===== src/rtl/count_window_monitor_if.sv =====
// rtl/count_window_monitor_if.sv - bus bundle between the counter side and the window monitor
//
// Purpose : groups the sampled counter signals, window/mask configuration and the
//           monitor results into one bundle.
// Signals : count_in, updn_in, preload_in   counter cout / updn / preload copies
//           lo_thr, hi_thr                  inclusive window bounds
//           irq_mask, clr, clr_mask         irq enables and sticky-status clear
//           status, zone, irq, wrap_cnt     monitor results
// Modports: master drives counter/config signals and observes results;
//           slave is the monitor side.

interface count_window_monitor_if #(
    parameter int W      = 8,
    parameter int WCNT_W = 8
);
    logic [W-1:0]      count_in;
    logic              updn_in;
    logic              preload_in;
    logic [W-1:0]      lo_thr;
    logic [W-1:0]      hi_thr;
    logic [3:0]        irq_mask;
    logic              clr;
    logic [3:0]        clr_mask;
    logic [3:0]        status;
    logic [1:0]        zone;
    logic              irq;
    logic [WCNT_W-1:0] wrap_cnt;

    modport master (
        output count_in, updn_in, preload_in, lo_thr, hi_thr,
               irq_mask, clr, clr_mask,
        input  status, zone, irq, wrap_cnt
    );

    modport slave (
        input  count_in, updn_in, preload_in, lo_thr, hi_thr,
               irq_mask, clr, clr_mask,
        output status, zone, irq, wrap_cnt
    );
endinterface


===== src/rtl/count_window_monitor.sv =====
// rtl/count_window_monitor.sv - window/zone and wrap-around monitor for an up/down counter
//
// Purpose : samples the counter output every clock, classifies it against an
//           inclusive [lo_thr, hi_thr] window, flags window entry/exit and
//           up/down wrap-around in sticky status bits, drives a level irq and
//           (optionally) keeps a saturating wrap counter.
// Ports   : i_clk    clock, all state on posedge
//           i_reset  synchronous active-high reset
//           bus      count_window_monitor_if.slave
//                    status = {wrap_dn, wrap_up, exit_win, enter_win}
//                    zone   = 0 INIT, 1 LOW, 2 IN, 3 HIGH
// Config  : COUNT_MON_WRAPCNT_EN defined   -> wrap_cnt register present
//           COUNT_MON_WRAPCNT_EN undefined -> wrap_cnt tied to zero

module count_window_monitor #(
    parameter int W      = 8,
    parameter int WCNT_W = 8
) (
    input  logic                   i_clk,
    input  logic                   i_reset,
    count_window_monitor_if.slave  bus
);

    typedef enum logic [1:0] {
        Z_INIT = 2'd0,
        Z_LOW  = 2'd1,
        Z_IN   = 2'd2,
        Z_HIGH = 2'd3
    } zone_t;

    zone_t        r_zone;
    zone_t        w_zone_nxt;
    logic [W-1:0] r_prev_cnt;
    logic         r_prev_valid;
    logic         r_updn_d;
    logic         r_preload_d;
    logic [3:0]   r_status;
    logic [3:0]   w_status_nxt;
    logic [3:0]   w_clr_bits;
    logic         w_enter;
    logic         w_exit;
    logic         w_wrap_up;
    logic         w_wrap_dn;

    // State registers. The counter's updn/preload are delayed one cycle because
    // the count seen this cycle is the result of last cycle's controls.
    always_ff @(posedge i_clk) begin
        if (i_reset) begin
            r_zone       <= Z_INIT;
            r_prev_cnt   <= '0;
            r_prev_valid <= 1'b0;
            r_updn_d     <= 1'b1;
            r_preload_d  <= 1'b0;
            r_status     <= 4'h0;
        end else begin
            r_zone       <= w_zone_nxt;
            r_prev_cnt   <= bus.count_in;
            r_prev_valid <= 1'b1;
            r_updn_d     <= bus.updn_in;
            r_preload_d  <= bus.preload_in;
            r_status     <= w_status_nxt;
        end
    end

    // Zone FSM next state and event decode.
    always_comb begin
        w_zone_nxt = Z_IN;
        w_enter    = 1'b0;
        w_exit     = 1'b0;

        // LOW is tested first so an inverted window (lo > hi) never yields IN.
        if (bus.count_in < bus.lo_thr) begin
            w_zone_nxt = Z_LOW;
        end else if (bus.count_in > bus.hi_thr) begin
            w_zone_nxt = Z_HIGH;
        end else begin
            w_zone_nxt = Z_IN;
        end

        case (r_zone)
            Z_INIT: begin
                // First sample after reset only establishes the zone.
                w_enter = 1'b0;
                w_exit  = 1'b0;
            end
            Z_LOW, Z_HIGH: begin
                w_enter = (w_zone_nxt == Z_IN);
                // A direct LOW<->HIGH jump skipped the window: report exit only.
                w_exit  = (w_zone_nxt != Z_IN) && (w_zone_nxt != r_zone);
            end
            Z_IN: begin
                w_exit  = (w_zone_nxt != Z_IN);
            end
            default: begin
                w_enter = 1'b0;
                w_exit  = 1'b0;
            end
        endcase
    end

    // Wrap detection: a count moving against the counting direction means the
    // counter rolled over. A preload breaks that relationship, so it masks it.
    always_comb begin
        w_wrap_up = 1'b0;
        w_wrap_dn = 1'b0;
        if (r_prev_valid && !r_preload_d) begin
            w_wrap_up = r_updn_d  && (bus.count_in < r_prev_cnt);
            w_wrap_dn = !r_updn_d && (bus.count_in > r_prev_cnt);
        end
    end

    // Sticky status: new events are OR-ed in after the clear, so set beats clear.
    always_comb begin
        w_clr_bits   = bus.clr ? bus.clr_mask : 4'h0;
        w_status_nxt = (r_status & ~w_clr_bits) | {w_wrap_dn, w_wrap_up, w_exit, w_enter};
    end

    assign bus.status = r_status;
    assign bus.zone   = r_zone;
    assign bus.irq    = |(r_status & bus.irq_mask);

`ifdef COUNT_MON_WRAPCNT_EN
    localparam logic [WCNT_W-1:0] WCNT_MAX = '1;

    logic [WCNT_W-1:0] r_wrap_cnt;
    logic [WCNT_W-1:0] w_wrap_cnt_nxt;
    logic              w_any_wrap;
    logic              w_wrap_cnt_clr;

    always_comb begin
        w_any_wrap     = w_wrap_up | w_wrap_dn;
        w_wrap_cnt_clr = bus.clr && (bus.clr_mask[3:2] == 2'b11);
        w_wrap_cnt_nxt = r_wrap_cnt;
        if (w_wrap_cnt_clr) begin
            // Clear and increment in the same cycle: this cycle's wrap survives.
            w_wrap_cnt_nxt = w_any_wrap ? WCNT_W'(1) : '0;
        end else if (w_any_wrap && (r_wrap_cnt != WCNT_MAX)) begin
            w_wrap_cnt_nxt = r_wrap_cnt + WCNT_W'(1);
        end
    end

    always_ff @(posedge i_clk) begin
        if (i_reset) begin
            r_wrap_cnt <= '0;
        end else begin
            r_wrap_cnt <= w_wrap_cnt_nxt;
        end
    end

    assign bus.wrap_cnt = r_wrap_cnt;
`else
    assign bus.wrap_cnt = '0;
`endif

endmodule

===== src/flat_wrapper.sv =====
// flat-port wrapper written by rule: the top's interface ports become plain ports
module count_window_monitor_flat 
#(
    parameter int W      = 8,
    parameter int WCNT_W = 8
)
  (i_clk, i_reset, bus_count_in, bus_updn_in, bus_preload_in, bus_lo_thr, bus_hi_thr, bus_irq_mask, bus_clr, bus_clr_mask, bus_status, bus_zone, bus_irq, bus_wrap_cnt);
  count_window_monitor_if #(.W(W), .WCNT_W(WCNT_W)) bus_i ();
  input  logic i_clk;
  input  logic i_reset;
  input wire logic [$bits(bus_i.count_in)-1:0] bus_count_in;
  input wire logic [$bits(bus_i.updn_in)-1:0] bus_updn_in;
  input wire logic [$bits(bus_i.preload_in)-1:0] bus_preload_in;
  input wire logic [$bits(bus_i.lo_thr)-1:0] bus_lo_thr;
  input wire logic [$bits(bus_i.hi_thr)-1:0] bus_hi_thr;
  input wire logic [$bits(bus_i.irq_mask)-1:0] bus_irq_mask;
  input wire logic [$bits(bus_i.clr)-1:0] bus_clr;
  input wire logic [$bits(bus_i.clr_mask)-1:0] bus_clr_mask;
  output wire logic [$bits(bus_i.status)-1:0] bus_status;
  output wire logic [$bits(bus_i.zone)-1:0] bus_zone;
  output wire logic [$bits(bus_i.irq)-1:0] bus_irq;
  output wire logic [$bits(bus_i.wrap_cnt)-1:0] bus_wrap_cnt;
  assign bus_i.count_in = bus_count_in;
  assign bus_i.updn_in = bus_updn_in;
  assign bus_i.preload_in = bus_preload_in;
  assign bus_i.lo_thr = bus_lo_thr;
  assign bus_i.hi_thr = bus_hi_thr;
  assign bus_i.irq_mask = bus_irq_mask;
  assign bus_i.clr = bus_clr;
  assign bus_i.clr_mask = bus_clr_mask;
  assign bus_status = bus_i.status;
  assign bus_zone = bus_i.zone;
  assign bus_irq = bus_i.irq;
  assign bus_wrap_cnt = bus_i.wrap_cnt;
  count_window_monitor #(.W(W), .WCNT_W(WCNT_W)) u_core (.i_clk(i_clk), .i_reset(i_reset), .bus(bus_i));
endmodule

===== config.mk =====
export PLATFORM = sky130hd
export DESIGN_NAME = count_window_monitor_flat
export DESIGN_NICKNAME = d
export VERILOG_FILES = /design/src/rtl/count_window_monitor_if.sv /design/src/rtl/count_window_monitor.sv /design/src/flat_wrapper.sv
export SDC_FILE = /design/constraint.sdc
export NUM_CORES = 1
export LEC_CHECK = 0
export BUFFER_PORTS_ARGS = -buffer_cell sky130_fd_sc_hd__buf_4
export CELL_PAD_IN_SITES_DETAIL_PLACEMENT = 1
export CELL_PAD_IN_SITES_GLOBAL_PLACEMENT = 1
export CORE_MARGIN = 2
export CORE_UTILIZATION = 36
export CTS_BUF_LIST = sky130_fd_sc_hd__clkbuf_16
export CTS_CLUSTER_SIZE = 40
export DETAILED_ROUTE_END_ITERATION = 10
export GPL_ROUTABILITY_DRIVEN = 1
export PLACE_DENSITY = 0.8
export SLEW_MARGIN = 20
export SYNTH_ARGS = -nofsm -noshare
export SYNTH_HDL_FRONTEND = slang
export SYNTH_SLANG_ARGS = --single-unit

===== constraint.sdc =====
create_clock -name i_clk -period 3.7 [get_ports i_clk]
set_input_delay 0.37 -clock i_clk [delete_from_list [all_inputs] [get_ports i_clk]]
set_output_delay 0.37 -clock i_clk [all_outputs]
set_load 0.03 [all_outputs]

======== After elaboration in Yosys (flattened, before gate mapping) ========
Cells that the tools add are included.
storage, ports and cells
  bits in registers ....................... 17
  input bits .............................. 37
  logic and storage cells ................. 37
operators by class
  $lt $le $gt $ge ......................... 4
  equality and inequality tests ........... 6
  mux-type cells .......................... 8
  bitwise operators ....................... 4
  reduce and logical (&&, ||, !) cells .... 9
operators with widths
  kind                                                  count
  > comparator 8 bit                                    2
  < comparator 8 bit                                    2
  AND 4 bit                                             2
  equality test 2 bit (second input constant)           3
  two-way mux 1 bit                                     5
  logical AND 1 bit                                     4
  two-way mux 4 bit                                     1
  inverter 4 bit                                        1
  bitwise OR 4 bit                                      1
  OR reduction 4 bit                                    1
  one-hot mux 1 bit (3 select lines)                    1
  equality test 2 x 1 -> 1 bit (second input constant)  1
  logical NOT 1 bit                                     2
  logical NOT 2 bit                                     1
  two-way mux 2 bit                                     1
  inequality test 2 bit                                 1
  inequality test 2 bit (second input constant)         1
  OR reduction 2 bit                                    1

======== Depth between registers and ports, before layout ========
  depth after elaboration ................. 7
  gate-level depth with buffers ........... 7
  mapped depth without buffers ............ 7

======== Least setup slack after synthesis ========
No wires, ideal clock.
  kind .................................... input to register
  start point ............................. input bus_lo_thr[6]
  end point ............................... register u_core.r_status[0], in the netlist u_core.bus.status[0]
  arrival time ............................ 1512 ps
  data required time ...................... 3583 ps
  slack ................................... 2071 ps
  stages .................................. 7
  cells stage by stage .................... inv_1 ha_1 a21o_1 a221oi_2 o21a_2 a21oi_2 a32o_1
on the way
  longest elaborated chain between the ends .. 5
RTL lines
  item                  line                         RTL
  from (decl)           flat_wrapper.sv:14           input wire logic [$bits(bus_i.lo_thr)-1:0] bus_lo_thr;
  < comparator 8 bit    count_window_monitor.sv:72   if (bus.count_in < bus.lo_thr) begin
  two-way mux 2 bit     count_window_monitor.sv:72
  equality test 2 bit   count_window_monitor.sv:87   w_enter = (w_zone_nxt == Z_IN);
  two-way mux 1 bit     count_window_monitor.sv:80   case (r_zone)
  bitwise OR 4 bit      count_window_monitor.sv:115  w_status_nxt = (r_status & ~w_clr_bits) | {w_wrap_dn, w_wrap_up, w_exit, w_enter};
  to (signal assigned)  count_window_monitor.sv:61   r_status <= w_status_nxt;
  to (decl)             count_window_monitor.sv:37   logic [3:0] r_status;
No other way between the ends.
A chain may end at the register's enable or synchronous reset.

======== Final worst setup path ========
  start point ............................. input bus_count_in[6]
  end point ............................... register u_core.r_status[0], in the netlist u_core.bus.status[0]
on the way
  longest elaborated chain between the ends .. 6
RTL lines
  item                   line                         RTL
  from (decl)            flat_wrapper.sv:11           input wire logic [$bits(bus_i.count_in)-1:0] bus_count_in;
  > comparator 8 bit     count_window_monitor.sv:74   end else if (bus.count_in > bus.hi_thr) begin
  two-way mux 1 bit      count_window_monitor.sv:74
  two-way mux 2 bit *    count_window_monitor.sv:72
  equality test 2 bit *  count_window_monitor.sv:87
  two-way mux 1 bit *    count_window_monitor.sv:80
  bitwise OR 4 bit *     count_window_monitor.sv:115
Every way passes the cells marked *; elsewhere a longest branch is shown, timed or not.

==> out/qor_table.md <==
| Quantity | Value |
|:---|:---|
| Outcome | completed |
| Register bit total from synthesis | 17 |
| Max frequency | 0.640 GHz |
| Total of warnings raised by yosys | 0 |
| CTS buffer count | 3 |
| Share of post-route cells with drive strength above 1 | 0.278 |
| Detailed-route DRC error count | 0 |
| Aggregate global routing overflow | 0 |
| First-pass detailed-route iteration total | 4 |
| Reg clk slew, reported paths | 0.05 ns |
| H-tree depth reported by CTS | 1 |
| TritonCTS sink count | 17 |
| Post-Syn Area per Cell | 8.65 sq um |
| Total area of multi-input combinational cells | 761 sq um |
| Number of distinct library cells after synthesis | 34 |
| Type of destination of the critical path | flip-flop |
| Post-synthesis to final-layout area growth | 34.3% |
| Count of final setup violators | 0 |
| Clk_lat worst skew | 0.25 ns |
| Number of antenna violations at the first check in global routing | 0 |
| Origin of the critical flop-to-flop path | u_core.r_prev_cnt[5] |
| Initial drt markers | 12 |
| Worst hold-check path type | input pin to flip-flop |
| Worst setup startpoint | bus_count_in[6] |
| Startpoint Class | input pin |
| Flip-flop and latch area | 340 sq um |
| Quantity of I/O buffers inserted on ports | 43 |
| Post-layout net count | 248 |
| Overall fraction of global-route tracks in use | 0.175 |
| Yosys top cell area share | 0.277 |
| Min Hold Slack | 0.316 ns |
| RSZ-0062 raised after global routing | false |
| Post-synthesis instance area | 1230 sq um |
| Maximum number of pins on one net before global-route repair | 18 |
| Static leakage | 0.886 nW |
| Power density cells | 352 nW/um^2 |
| Sequential element share of the synthesized area | 0.277 |
| Hold bufs inserted after CTS | 0 |
| Root Buffer Master | sky130_fd_sc_hd__clkbuf_16 |
| Max-cap violation count | 0 |
| Origin of the worst min-delay path | bus_updn_in |
| Vias in the first global route | 1173 |
| Post-synth top cells | sky130_fd_sc_hd__inv_1 (24), sky130_fd_sc_hd__ha_1 (23), sky130_fd_sc_hd__dfxtp_1 (17) |
| Vias per cell | 4.77 |
| Total negative slack | 0 ns |
| Crit-path max FO | 4 |
| Final Max Slew Viols | 0 |
| DRT Wirelength | 3200 um |
| HPWL after DPL | 2600 um |
| Core area | 3310 sq um |
| Number of resized instances in the post-cts repair step | 0 |
| Number of cell rows | 21 |
| Main synth FF type | sky130_fd_sc_hd__dfxtp_1 |
| Number of buffers added for setup after CTS | 0 |
| Hold Fails Final Rpt | 0 |
| Boundary pin count | 52 |
| Wire length of the first global-routing pass | 5360 um |
| FILL cells | 423 |
| Clock tree from TritonCTS | done |
| Drt wl/cell | 13.7 um |
| GP Congestion | 0.804 |
| Data required time of the worst path | 3.84 ns |
| Number of enable flip-flop cells after synthesis | 0 |
| DIE WIDTH | 62.4 um |
| Ratio of final minimum period to clock period | 0.422 |
| Most frequent cell after synthesis | sky130_fd_sc_hd__inv_1 |
| Antenna cells | 0 |
| Setup skew after layout | 0.00250 ns |
| Crit path kind | input pin to flip-flop |
| Top area cells in the synthesized netlist | sky130_fd_sc_hd__dfxtp_1 (28%), sky130_fd_sc_hd__ha_1 (23%), sky130_fd_sc_hd__inv_1 (7.3%) |
| Die area | 3900 sq um |
| Largest voltage drop on the vdd net | 158 uV |
| Number of nets with antenna violations after detailed routing | 0 |
| Initial cell density of the core | 0.371 |
| Critical path arrival | 1.70 ns |
| Number of standard cells after synthesis | 142 |
| Bufs on Longest Clock Path | 2 |
| Via total after detailed routing | 1111 |
| Post-synth top area cell | sky130_fd_sc_hd__dfxtp_1 |
| Chip Height | 62.4 um |
| Asr flop ratio synth | 0 |
| Final worst path period need | 1.56 ns |
==> layer usage <==
layer  vias to the layer above  part of all wire  GRT usage
met2                        30              0.53      0.331
met1                       516              0.41      0.196
li1                        560                 -          -
met3                         5             0.043     0.0360
met4                         0             0.013     0.0500
met5                         -                 0          0
==> critical path: stages <==
cell                       delay (ns)
sky130_fd_sc_hd__buf_4           0.13
sky130_fd_sc_hd__ha_1            0.28
sky130_fd_sc_hd__a21o_1          0.20
sky130_fd_sc_hd__a221oi_2        0.27
sky130_fd_sc_hd__o21a_2          0.21
sky130_fd_sc_hd__a21oi_2         0.05
sky130_fd_sc_hd__a32o_1          0.20
==> layout make-up <==
type                       count  area share
timing repair buffer          43       0.196
clock buffer                   3      0.0455
sequential                    17       0.206
inverter                      24      0.0546
tap                           46      0.0349
clock inverter                 1     0.00227
multi-input combinational     99       0.461
==> sequential cells by signal (all words and copies together) (netlist names) <==
register	flops
u_core.bus.status	4
u_core.r_prev_cnt	8
u_core.r_updn_d	1
u_core.r_prev_valid	1
u_core.bus.zone	2
u_core.r_preload_d	1
==> power breakdown <==
part | internal, mW | switching (mW) | total (mW) | leakage [nW]
Clock | 0.144 | 0.0720 | 0.216 | 0.0423
Combinational | 0.0755 | 0.0856 | 0.161 | 0.702
Sequential | 0.196 | 0.00813 | 0.204 | 0.141
==> cell families (layout without fill, tap and decap cells) <==
family	after synthesis	count (layout)	synth area share
buffers and inverters	33	71	0.125
AOI/OAI and AO/OA	25	25	0.161
DFF	17	17	0.277
adders and majority gates	23	23	0.234
other	1	8	0.00305
and+or+nand+nor	43	43	0.200
==> placed cells by master, fill, tap and decap left out, types with 2 or more instances in the layout <==
cell type and instances:
sky130_fd_sc_hd__a21o_1 6, sky130_fd_sc_hd__a22oi_1 2, sky130_fd_sc_hd__a31oi_1 2, sky130_fd_sc_hd__a32o_1 2, sky130_fd_sc_hd__and3_1 2, sky130_fd_sc_hd__buf_4 43, sky130_fd_sc_hd__clkbuf_16 3, sky130_fd_sc_hd__conb_1 8
sky130_fd_sc_hd__dfxtp_1 17, sky130_fd_sc_hd__ha_1 23, sky130_fd_sc_hd__inv_1 25, sky130_fd_sc_hd__nand2_1 7, sky130_fd_sc_hd__nand3_1 4, sky130_fd_sc_hd__nand4_1 3, sky130_fd_sc_hd__nor2_1 7, sky130_fd_sc_hd__nor2b_1 11
sky130_fd_sc_hd__nor3b_1 2, sky130_fd_sc_hd__o21a_1 2, sky130_fd_sc_hd__o21ai_0 3
==> metrics by stage <==
stage,power [mW],worst slack (ns),cell area (sq um),utilization,cells
2_1_floorplan,0.307,2.07,1250,-,149
3_3_place_gp,0.361,1.93,1570,0.475,229
3_5_place_dp,0.369,1.88,1570,0.475,229
4_1_cts,0.588,2.13,1650,0.498,233
5_1_grt,0.612,2.01,1650,0.498,233
6_report,0.581,2.14,1650,0.498,233
==> worst paths after layout <==
path | slack (ns) | endpoint | depth (start not counted)
worst max-delay path | 2.14 | u_core.bus.status[0] | 7
worst min-delay path | 0.32 | u_core.r_updn_d | 2
worst max register to register | 2.18 | u_core.bus.status[3] | 7
worst min register to register | 0.53 | u_core.bus.status[3] | 2
Note: power is estimated with default switching activity, not from simulation.
